--- config.mk ---
export PLATFORM = sky130hd
export DESIGN_NAME = ram_reader
export DESIGN_NICKNAME = d
export VERILOG_FILES = /design/src/rtl/ram_reader.sv
export SDC_FILE = /design/constraint.sdc
export NUM_CORES = 1
export LEC_CHECK = 0
export CAP_MARGIN = 25
export CORE_MARGIN = 1
export CORE_UTILIZATION = 35
export CTS_CLUSTER_SIZE = 12
export DETAILED_ROUTE_END_ITERATION = 7
export GPL_TIMING_DRIVEN = 0
export PLACE_DENSITY = 0.62
export SLEW_MARGIN = 20
export SYNTH_ARGS = -nofsm -noshare
export SYNTH_HDL_FRONTEND = slang
export SYNTH_SLANG_ARGS = --single-unit
--- constraint.sdc ---
create_clock -name clk -period 4.3 [get_ports clk]
set_input_delay 0.43 -clock clk [delete_from_list [all_inputs] [get_ports clk]]
set_output_delay 0.43 -clock clk [all_outputs]
set_load 0.03 [all_outputs]
--- src/rtl/ram_reader.sv ---
// Read-side streaming engine for the capture RAM: tracks writes, fetches words in order
// and presents them on a valid/ready stream. Optional RAM_READER_ADDR_CHECK_EN adds addr_err.
module ram_reader #(
  parameter int DATA_W = 25,
  parameter int ADDR_W = 7,
  parameter int DEPTH  = 128
) (
  input  logic              clk,
  input  logic              rst,
  input  logic              wr_strobe,
  input  logic [ADDR_W-1:0] wr_add,
  input  logic              flush,
  output logic              rd_en,
  output logic [ADDR_W-1:0] read_add,
  input  logic [DATA_W-1:0] read_data,
  output logic [DATA_W-1:0] m_data,
  output logic              m_valid,
  input  logic              m_ready,
  output logic              m_last,
  output logic [ADDR_W:0]   avail,
  output logic              overflow
`ifdef RAM_READER_ADDR_CHECK_EN
  ,
  output logic              addr_err
`endif
);

  // IDLE: nothing fetchable | RUN: fetching | STALL: buffer full, downstream stalled | FLUSH: discard cycle
  localparam logic [1:0] S_IDLE  = 2'd0;
  localparam logic [1:0] S_RUN   = 2'd1;
  localparam logic [1:0] S_STALL = 2'd2;
  localparam logic [1:0] S_FLUSH = 2'd3;

  localparam logic [ADDR_W:0]   FULL    = (ADDR_W+1)'(DEPTH);
  localparam logic [ADDR_W:0]   ONE_CNT = (ADDR_W+1)'(1);
  localparam logic [ADDR_W-1:0] ONE_PTR = ADDR_W'(1);

  logic [1:0]        state, state_next;
  logic [ADDR_W-1:0] wr_ptr, rd_ptr;
  logic              inflight, inflight_last;
  logic [1:0]        buf_cnt;
  logic [DATA_W-1:0] buf0_data, buf1_data;
  logic              buf0_last, buf1_last;

  logic              hs, occ_ok, fetch_last, inc;
  logic [ADDR_W:0]   fetchable;

  assign hs         = m_valid & m_ready;
  assign fetchable  = avail - {{(ADDR_W-1){1'b0}}, buf_cnt} - {{ADDR_W{1'b0}}, inflight};
  assign occ_ok     = (buf_cnt == 2'd0) || ((buf_cnt == 2'd1) && !inflight);
  assign rd_en      = ((state == S_IDLE) || (state == S_RUN)) && (fetchable != '0) && occ_ok;
  assign fetch_last = (fetchable == ONE_CNT) && !wr_strobe;
  assign inc        = wr_strobe && (avail != FULL);
  assign read_add   = rd_ptr;

  // An empty buffer with a read landing this cycle presents the RAM output directly.
  assign m_valid = (buf_cnt != 2'd0) || inflight;
  assign m_data  = ((buf_cnt == 2'd0) && inflight) ? read_data : buf0_data;
  assign m_last  = ((buf_cnt == 2'd0) && inflight) ? inflight_last : buf0_last;

  always_comb begin
    state_next = state;
    if (flush) begin
      state_next = S_FLUSH;
    end else begin
      case (state)
        S_IDLE:  if (fetchable != '0) state_next = S_RUN;
        S_RUN: begin
          if ((buf_cnt == 2'd2) && !m_ready)        state_next = S_STALL;
          else if ((fetchable == '0) && !inflight) state_next = S_IDLE;
        end
        S_STALL: if (hs) state_next = S_RUN;
        default: state_next = S_IDLE;
      endcase
    end
  end

  always_ff @(posedge clk) begin
    if (rst) begin
      state         <= S_IDLE;
      wr_ptr        <= '0;
      rd_ptr        <= '0;
      avail         <= '0;
      overflow      <= 1'b0;
      inflight      <= 1'b0;
      inflight_last <= 1'b0;
      buf_cnt       <= 2'd0;
      buf0_data     <= '0;
      buf1_data     <= '0;
      buf0_last     <= 1'b0;
      buf1_last     <= 1'b0;
    end else begin
      state <= state_next;
      if (wr_strobe) wr_ptr <= wr_ptr + ONE_PTR;
      if (flush) begin
        // A write landing in the flush cycle is kept; the read pointer lines up with it.
        rd_ptr        <= wr_ptr;
        avail         <= {{ADDR_W{1'b0}}, wr_strobe};
        inflight      <= 1'b0;
        inflight_last <= 1'b0;
        buf_cnt       <= 2'd0;
      end else begin
        if (rd_en) rd_ptr <= rd_ptr + ONE_PTR;
        if (wr_strobe && (avail == FULL)) overflow <= 1'b1;
        avail         <= avail + {{ADDR_W{1'b0}}, inc} - {{ADDR_W{1'b0}}, hs};
        inflight      <= rd_en;
        inflight_last <= fetch_last;
        case (buf_cnt)
          2'd0: begin
            if (inflight && !hs) begin
              buf0_data <= read_data;
              buf0_last <= inflight_last;
              buf_cnt   <= 2'd1;
            end
          end
          2'd1: begin
            if (inflight && hs) begin
              buf0_data <= read_data;
              buf0_last <= inflight_last;
            end else if (inflight) begin
              buf1_data <= read_data;
              buf1_last <= inflight_last;
              buf_cnt   <= 2'd2;
            end else if (hs) begin
              buf_cnt <= 2'd0;
            end
          end
          default: begin
            if (hs) begin
              buf0_data <= buf1_data;
              buf0_last <= buf1_last;
              buf_cnt   <= 2'd1;
            end
          end
        endcase
      end
    end
  end

`ifdef RAM_READER_ADDR_CHECK_EN
  always_ff @(posedge clk) begin
    if (rst)                                 addr_err <= 1'b0;
    else if (wr_strobe && (wr_add != wr_ptr)) addr_err <= 1'b1;
  end
`else
  logic unused_wr_add;
  assign unused_wr_add = ^wr_add;
`endif

endmodule

# Yosys cells after proc, flatten, opt, wreduce, memory -nomap -nowiden
# Index checks and enable logic that the tools add are counted.
dict set report word_totals {
  ff_bits 81
  out_inout_bits 44
}
dict set report classes {
  addsub 6
  reduce_logical 31
  bitwise 3
  n_eq_ne 14
  mux 24
}
# operator count
set op_table {}
lappend op_table {{25-bit 2-to-1 mux} 4}
lappend op_table {{25-bit case mux with 2 select lines} 1}
lappend op_table {{2-bit 2-to-1 mux} 9}
lappend op_table {{8-bit by 1-bit subtractor with 8-bit output} 2}
lappend op_table {{7-bit by 1-bit adder with 7-bit output (second input constant)} 2}
lappend op_table {{7-bit 2-to-1 mux} 2}
lappend op_table {{4-bit AND reduction} 3}
lappend op_table {{1-bit logical AND} 11}
lappend op_table {{8-bit by 1-bit adder with 8-bit output} 1}
lappend op_table {{8-bit by 1-bit == test with 1-bit output (second input constant)} 1}
lappend op_table {{8-bit == test (second input constant)} 1}
lappend op_table {{8-bit zero test} 1}
lappend op_table {{8-bit inequality test (second input constant)} 1}
lappend op_table {{8-bit nonzero test} 1}
lappend op_table {{8-bit by 2-bit subtractor with 8-bit output} 1}
lappend op_table {{3-bit inequality test (second input constant)} 2}
lappend op_table {{2-bit case mux with 3 select lines} 1}
lappend op_table {{1-bit 2-to-1 mux} 5}
lappend op_table {{2-bit by 1-bit == test with 1-bit output (second input constant)} 2}
lappend op_table {{2-bit == test (second input constant)} 2}
lappend op_table {{1-bit zero test} 4}
lappend op_table {{2-bit zero test} 2}
lappend op_table {{2-bit by 1-bit inequality test with 1-bit output (second input constant)} 2}
lappend op_table {{4-bit by 2-bit inequality test with 1-bit output (second input constant)} 1}
lappend op_table {{other kinds (12)} 16}

# Depth between registers and ports, before layout
# Gate-level depths: netlist of run 1.
dict set report logic_depth {
  depth_word 8
  depth_mapped 16
  depth_no_buf 15
}

# Worst setup path before layout of run 1
# No wires, ideal clock.
dict set report synth_path {
  path_type {flip-flop to output port}
  start {register avail[0]}
  end {output port rd_en}
  t_required_ps 3870
  path_slack_ps 1251
  arrival_time_ps 2619
  path_stages_with_launch 12
  path_cell_list {dfxtp_1 > fa_1 > inv_1 > ha_1 > nor2_1 > fa_1 > a211oi_2 > a41oi_2 > nor2_4 > nand3_2 > nand2_2 > inv_2}
}
dict set report synth_via {
  elab_chain_cells 5
}
# element line_no
set synth_rtl {}
lappend synth_rtl {{start: declaration} 20} ;# output logic [ADDR_W:0] avail,
lappend synth_rtl {{start signal: assignment} 98} ;# avail <= {{ADDR_W{1'b0}}, wr_strobe};
lappend synth_rtl {{start signal: assignment} 105} ;# avail <= avail + {{ADDR_W{1'b0}}, inc} - {{ADDR_W{1'b0}}, hs};
lappend synth_rtl {{8-bit by 2-bit subtractor with 8-bit output} 49} ;# assign fetchable = avail - {{(ADDR_W-1){1'b0}}, buf_cnt} - {{ADDR_W{1'b0}}, inflight};
lappend synth_rtl {{8-bit by 1-bit subtractor with 8-bit output} 49}
lappend synth_rtl {{8-bit nonzero test} 51} ;# assign rd_en = ((state == S_IDLE) || (state == S_RUN)) && (fetchable != '0) && occ_ok;
lappend synth_rtl {{1-bit logical AND (2 in series)} 51}
lappend synth_rtl {{end: declaration} 13} ;# output logic rd_en,
# Every way passes these cells.

# Final worst setup path of run 1
dict set report layout_path {
  start {register inflight}
  end {output port rd_en}
}
dict set report layout_via {
  elab_chain_cells 4
  elab_cells_between_ends 7
  classes_between {add/sub: 1; reduce/logical: 6}
}
# element line_no
set layout_rtl {}
lappend layout_rtl {{start: declaration} 40} ;# logic inflight, inflight_last;
lappend layout_rtl {{start signal: assignment} 106} ;# inflight <= rd_en;
lappend layout_rtl {{8-bit by 1-bit subtractor with 8-bit output / 1-bit zero test (equally long branches)} {49, 50}}
lappend layout_rtl {{8-bit nonzero test / 1-bit logical AND (equally long branches)} {51, 50}}
lappend layout_rtl {{1-bit logical AND / 1-bit logical OR (equally long branches)} {51, 50}}
lappend layout_rtl {{1-bit logical AND *} 51}
# Mark *: on every way between the ends. The rest lies on a longest branch, timed or not.

==> flow_summary.toml, run 1 <==
[power]
seqPwrFrac_pct = 32.2
peakVddDrop_uv = 344
power.total_mw = 2.67
power_frac_comb_pct = 38.0
p_int_mw = 1.72
swShare_pct = 35.7
p_clk_share_pct = 29.8
power_density_nw_per_um2 = 480
p_switching_mw = 0.954
p_leak_nw = 1.98

[placed_design]
hpwlAfterDp_um = 7650
gp_congestion = 0.789
io_buffer_count = 69

[drt]
wl_per_cell_um = 13.7
drt_iter0_drc = 177
ant_nets = 0
drcViolationCount = 0
wl_um = 10200
via_count = 3663
avgViaCountPerCell = 4.91
dr.pass1.iters = 4

[grt]
grt_pass1_wl_um = 17100
grt_remaining_overflow = 0
grt_usage_pct = 16.6
grt_pass1_vias = 3604
grt_max_degree = 16
antenna_found_initial = 0

[clocking]
clkTransAtPathRegs_ps = 60
clockBufferDepth = 2
cts_resized = 0
numCtsBuffers = 9
clock-sinks = 81
cts_hold_buf = 0
cts_setup_buffers = 0
h-tree-depth = 3
root_buffer = "clkbuf_16"
clock_latency_ps = 330
tritoncts = "built"

[critical_path]
crit_required_ps = 3870
start_kind = "flop"
cp-end-kind = "primary output"
critical_path_class = "reg -> out"
cp.buffers_inverters = 4
crit_chain = "inv_1, fa_1, inv_1, ha_1, nor2_1, fa_1, a211oi_2, a41oi_2, nor2_4, nand3_2, nand2_2, inv_2, dlymetal6s2s_1"
cp_max_fo = 9
cpMaxStageDelayCell = "fa_1"
crit_family = "adder cells"
worst-endpoint-arrival_ps = 3410
cp_slowest_stage_delay_ps = 520

[synthesis]
yosysMostFrequentCell = "dfxtp_1"
synth-edff-count = 0
synth_top_family_by_area = "simple AND/OR/NAND/NOR gates"
synth.area.mux_share_pct = 13.5
synth_cell_types = 59
async_flop_share_pct = 0
netlist.area_leader.share_pct = 37.3
synth_area_leaders = "dfxtp_1 (37%), mux2i_1 (6.4%), ha_1 (5.5%)"
synth_xor_xnor_area_share_pct = 3.05
syn_inst = 493
ys_seq_elements = 81
yosys.area_share.simple_pct = 16.7
ys.flop_type = "dfxtp_1"
synth_top_area_cell = "dfxtp_1"
yosys_warnings = 0
synth_fp_nets = 552
avgSynthCellArea_um2 = 8.83
synth_area_um2 = 4350
yosysSeqAreaShare_pct = 37.3
synthTopCellsByCount = "dfxtp_1 (81), nand2_1 (63), nor2_1 (51)"
synth_compound_area_share_pct = 16.7
synthAdderAreaFrac_pct = 6.84

[die]
die_height_um = 114
die_x_um = 114
initial_core_util_pct = 36.1
core.rowCount = 40
dieArea_um2 = 12900
core_um2 = 12100
ios = 81

[sta]
finalSetupViolCount = 0
fin_skew_ps = 5.79
rsz0062_at_grt = "false"
worst_pin_slew_ps = 750
timing.final.crit_period_ps = 3840
hold_viol = 0
setup_tns_ps = 0
relSlewSlack_pct = 49.7
fmax_ghz = 0.260
fin_crit_sh_pct = 89.3
slew_violations = 0

[job]
drv_cap = 0

[final_layout]
num_antenna_cells = 0
syn_to_final_growth_pct = 27.9
seq_area_um2 = 1620
fill_cells = 1187
drive_above_1_share_pct = 12.6
nets = 632
multiInputGateArea_um2 = 2470

[hold_path]
holdCritPathClass = "in -> reg"

[status]
status = "completed"
-- cell usage in the layout, fill, tap and decap left out, types with 3 or more instances in the layout --
cell,n
clkbuf_16,9
nor3_1,5
and3_1,3
or3_1,5
xnor2_1,10
a2111oi_2,5
nor3b_1,4
a31oi_1,3
nand2b_1,3
nand3_1,10
o21ai_0,8
nor2_1,51
mux2_2,20
fa_1,3
clkdlybuf4s50_1,68
inv_6,3
nand4_1,3
a211oi_1,26
nand2_1,63
ha_1,19
buf_2,14
mux2i_1,28
a21oi_1,38
dfxtp_1,81
mux2_1,6
clkbuf_1,14
inv_1,28
-- flip-flops by register name, indices dropped and copies added, names as in the netlist, 2 cells and up --
name       cells
buf0_data     25
buf1_data     25
avail          8
read_add       7
wr_ptr         7
buf_cnt        2
state          2
-- metrics by stage --
stage	cell area [um2]	hold WS [ps]	instances	setup WS [ps]	util, %
2_1_floorplan	4350	436	493	1250	-
3_3_place_gp	5250	441	730	549	43.5
3_5_place_dp	5250	447	730	465	43.5
4_1_cts	5560	385	746	88.2	46.1
5_1_grt	5570	411	746	223	46.2
6_report	5570	390	746	460	46.2
-- path summary, 6_finish.rpt --
| path | start | endpoint | slack, ps | depth (start not counted) |
|---|---|---|---|---|
| max | inflight$_SDFF_PP0_ | rd_en | 460 | 13 |
| min | m_ready | buf_cnt[1]$_SDFFE_PP0P_ | 390 | 2 |
| max reg2reg | inflight$_SDFF_PP0_ | read_add[1]$_SDFFE_PP0P_ | 1070 | 13 |
| min reg2reg | buf1_data[24]$_SDFFE_PP0P_ | buf1_data[24]$_SDFFE_PP0P_ | 450 | 2 |
-- cell families (layout without fill, tap and decap cells) --
kind of cell               count (synthesis)  in the layout
AOI/OAI and AO/OA                        101            101
xor gates and xnor gates                  13             13
adders and majority gates                 22             22
buffers and inverters                     61            146
DFF                                       81             81
muxes                                     55             55
and+or+nand+nor                          160            160
-- routing by layer --
layer	vias up	part of all wire [%]	wire [um]	track usage, %
met4	0	0.53	54	3.16
met3	6	3.7	376	3.61
li1	1880	-	-	-
met2	67	47	4780	28.4
met1	1710	49	4970	21.5
met5	-	0	0	0
-- power by group through the flow --
stage	combinational, mW	sequential (mW)	clock, mW
2_1_floorplan	0.672	0.917	0
3_3_place_gp	0.996	0.874	0
3_5_place_dp	1.02	0.875	0
4_1_cts	1.02	0.859	0.810
5_1_grt	1.11	0.869	0.849
6_report	1.01	0.860	0.796
-- cell type report --
class	instances	share of cell area, %
Sequential cell	81	29.1
Clock inverter	6	1.30
Buffer	32	2.67
Inverter	29	1.96
Multi-Input combinational cell	351	44.4
Tap cell	168	3.78
Timing Repair Buffer	69	12.5
Clock buffer	10	4.29
Power figures use the tool's default switching activity.
==> run 2, diff against run 1 <==
--- a/config.mk
+++ b/config.mk
@@ -5,13 +5,14 @@
 export SDC_FILE = /design/constraint.sdc
 export NUM_CORES = 1
 export LEC_CHECK = 0
+export ABC_AREA = 1
 export CAP_MARGIN = 25
 export CORE_MARGIN = 1
 export CORE_UTILIZATION = 35
 export CTS_CLUSTER_SIZE = 12
 export DETAILED_ROUTE_END_ITERATION = 7
 export GPL_TIMING_DRIVEN = 0
-export PLACE_DENSITY = 0.62
+export PLACE_DENSITY = 0.63
 export SLEW_MARGIN = 20
 export SYNTH_ARGS = -nofsm -noshare
 export SYNTH_HDL_FRONTEND = slang
==> run 2 against run 1 <==
The flow now finishes with violations (design-rule violations). Final area fell by 2.3%. Sequential power fell by 3.8%. Die area fell by 3.3%. First-iteration DRC count rose by 42%. Clock power rose by 4.5%. Via count rose by 16%. Critical path depth rose by 4. Non-clock buffer count rose by 2. Setup slack got worse by 93 ps. Combinational power fell by 30%. Critical endpoint unchanged. Largest cell class unchanged.
==> flow_summary.toml, run 2 <==
[status]
status = "finished with violations"
violations = "design-rule violations"

[critical_path]
start_kind = "flop"
crit_required_ps = 3870
worst-endpoint-arrival_ps = 3500
path_common_cell = "inv_1"
cp-end-kind = "primary output"
cp_slowest_stage_delay_ps = 660
cp_max_fo = 9
crit_chain = "inv_1, fa_1, inv_1, ha_1, inv_1, nand2_1, inv_1, fa_1, nand2_1, xor2_1, nor2_1, nand2_1, inv_1, nand3_2, nand2_4, inv_1, clkdlybuf4s50_1"
critical_path_class = "reg -> out"
cpMaxStageDelayCell = "clkdlybuf4s50_1"

[clocking]
clock-sinks = 81
cts_hold_buf = 0
cts_setup_buffers = 0
numCtsBuffers = 9
clkTransAtPathRegs_ps = 60
tritoncts = "built"
clockBufferDepth = 2
h-tree-depth = 3
clock_latency_ps = 340
root_buffer = "clkbuf_16"
cts_resized = 0

[power]
power_density_nw_per_um2 = 435
peakVddDrop_uv = 246
p_leak_nw = 2.24
power.total_mw = 2.37

[synthesis]
synth-edff-count = 0
yosysSeqAreaShare_pct = 38.5
synth_area_leaders = "dfxtp_1 (39%), o21ai_0 (12%), nand2_1 (11%)"
synth_fp_nets = 661
yosys.area_share.simple_pct = 19.9
synthAdderAreaFrac_pct = 7.08
synth_compound_area_share_pct = 22.9
synth_xor_xnor_area_share_pct = 1.04
synth_top_area_cell = "dfxtp_1"
avgSynthCellArea_um2 = 6.99
ys.flop_type = "dfxtp_1"
yosys_warnings = 0
synth_top_family_by_area = "compound AO/OA/AOI/OAI gates"
netlist.area_leader.share_pct = 38.5
async_flop_share_pct = 0
synth_cell_types = 33
yosysMostFrequentCell = "nand2_1"
ys_seq_elements = 81
synth.area.mux_share_pct = 0.238
synth_area_um2 = 4210
syn_inst = 602
synthTopCellsByCount = "nand2_1 (125), o21ai_0 (103), dfxtp_1 (81)"

[final_layout]
multiInputGateArea_um2 = 2150
seq_area_um2 = 1620
num_antenna_cells = 0
reg_top3 = "buf0_data: 25 flops, buf1_data: 25 flops, avail: 8 flops"
nets = 745
final_common_cell = "nand2_1"
fill_cells = 1143
final_cell_mix = "nand2_1 (125), o21ai_0 (103), dfxtp_1 (81)"
syn_to_final_growth_pct = 29.2
finalCoreUtilization_pct = 47.0
drive_above_1_share_pct = 4.78

[drt]
drcViolationCount = 10
via_count = 4247
wl_um = 11300
dr.pass1.iters = 8
wl_per_cell_um = 13.6
drt_iter0_drc = 252
avgViaCountPerCell = 5.09
ant_nets = 0

[sta]
whs_ps = 469
worst_pin_slew_ps = 685
rsz0062_at_grt = "false"
fmax_ghz = 0.254
fin_skew_ps = 9.92
finalSetupViolCount = 0
timing.final.crit_period_ps = 3930
setup_tns_ps = 0
relSlewSlack_pct = 54.1
slew_violations = 0
hold_viol = 0
fin_crit_sh_pct = 91.5

[die]
core.rowCount = 39
dieArea_um2 = 12500
initial_core_util_pct = 36.4
ios = 81
die_height_um = 112
core_um2 = 11600
die_x_um = 112

[placed_design]
hpwlAfterDp_um = 8280
io_buffer_count = 73
gp_congestion = 0.873

[hold_path]
holdCritPathClass = "reg -> reg"

[grt]
antenna_found_initial = 0
grt_pass1_wl_um = 19400
grt_remaining_overflow = 0
grt_max_degree = 15
grt_pass1_vias = 4190
grt_usage_pct = 19.0

[job]
drv_cap = 0
## run 2: path summary, 6_finish.rpt
check	cells past startpoint	slack (ps)	endpoint	start
worst min-delay path	2	470	buf1_last$_SDFFE_PP0P_	inflight_last$_SDFF_PP0_
worst max-delay path	17	370	rd_en	buf_cnt[0]$_SDFFE_PP0P_
worst max register to register	16	1200	avail[6]$_SDFF_PP0_	avail[2]$_SDFF_PP0_
worst min register to register	2	470	buf1_last$_SDFFE_PP0P_	inflight_last$_SDFF_PP0_
## run 2: metrics by stage
step | setup WS [ps] | area [um2] | instances
3_3_place_gp | 770 | 5120 | 818
6_report | 368 | 5440 | 834
2_1_floorplan | 1320 | 4210 | 602
4_1_cts | 369 | 5440 | 834
3_5_place_dp | 743 | 5120 | 818
5_1_grt | 123 | 5440 | 834
## run 2: cell type report
class	instances	area share, %
clock inverter	6	1.68
inverter	82	5.66
sequential	81	29.8
multi-input combinational	409	39.6
buffer	30	2.30
clock buffer	10	4.21
tap	143	3.29
timing repair buffer	73	13.4
## run 2: layer usage
metal / wire [um] / track usage (%)
met5: 0 / 0
met4: 176 / 7.03
met3: 703 / 3.38
met2: 5270 / 31.1
met1: 5170 / 24.9
## run 2: where the power goes
part / internal, mW / switching, mW
logic: 0.270 / 0.438
registers: 0.793 / 0.0339
clock network: 0.512 / 0.320
total: 1.58 / 0.791
## run 2: cells by family after synthesis
family	Yosys count
muxes	1
AOI/OAI and AO/OA	182
xor gates and xnor gates	5
and+or+nand+nor	199
DFF	81
buffers and inverters	112
adders and majority gates	22
## run 2: critical path, delay by kind of cell (launching register included)
| family | cells | cell delay [ps] |
|---|---|---|
| xor gates and xnor gates | 1 | 140 |
| DFF | 1 | 420 |
| buffers and inverters | 7 | 1080 |
| and+or+nand+nor | 6 | 530 |
| adders and majority gates | 3 | 990 |
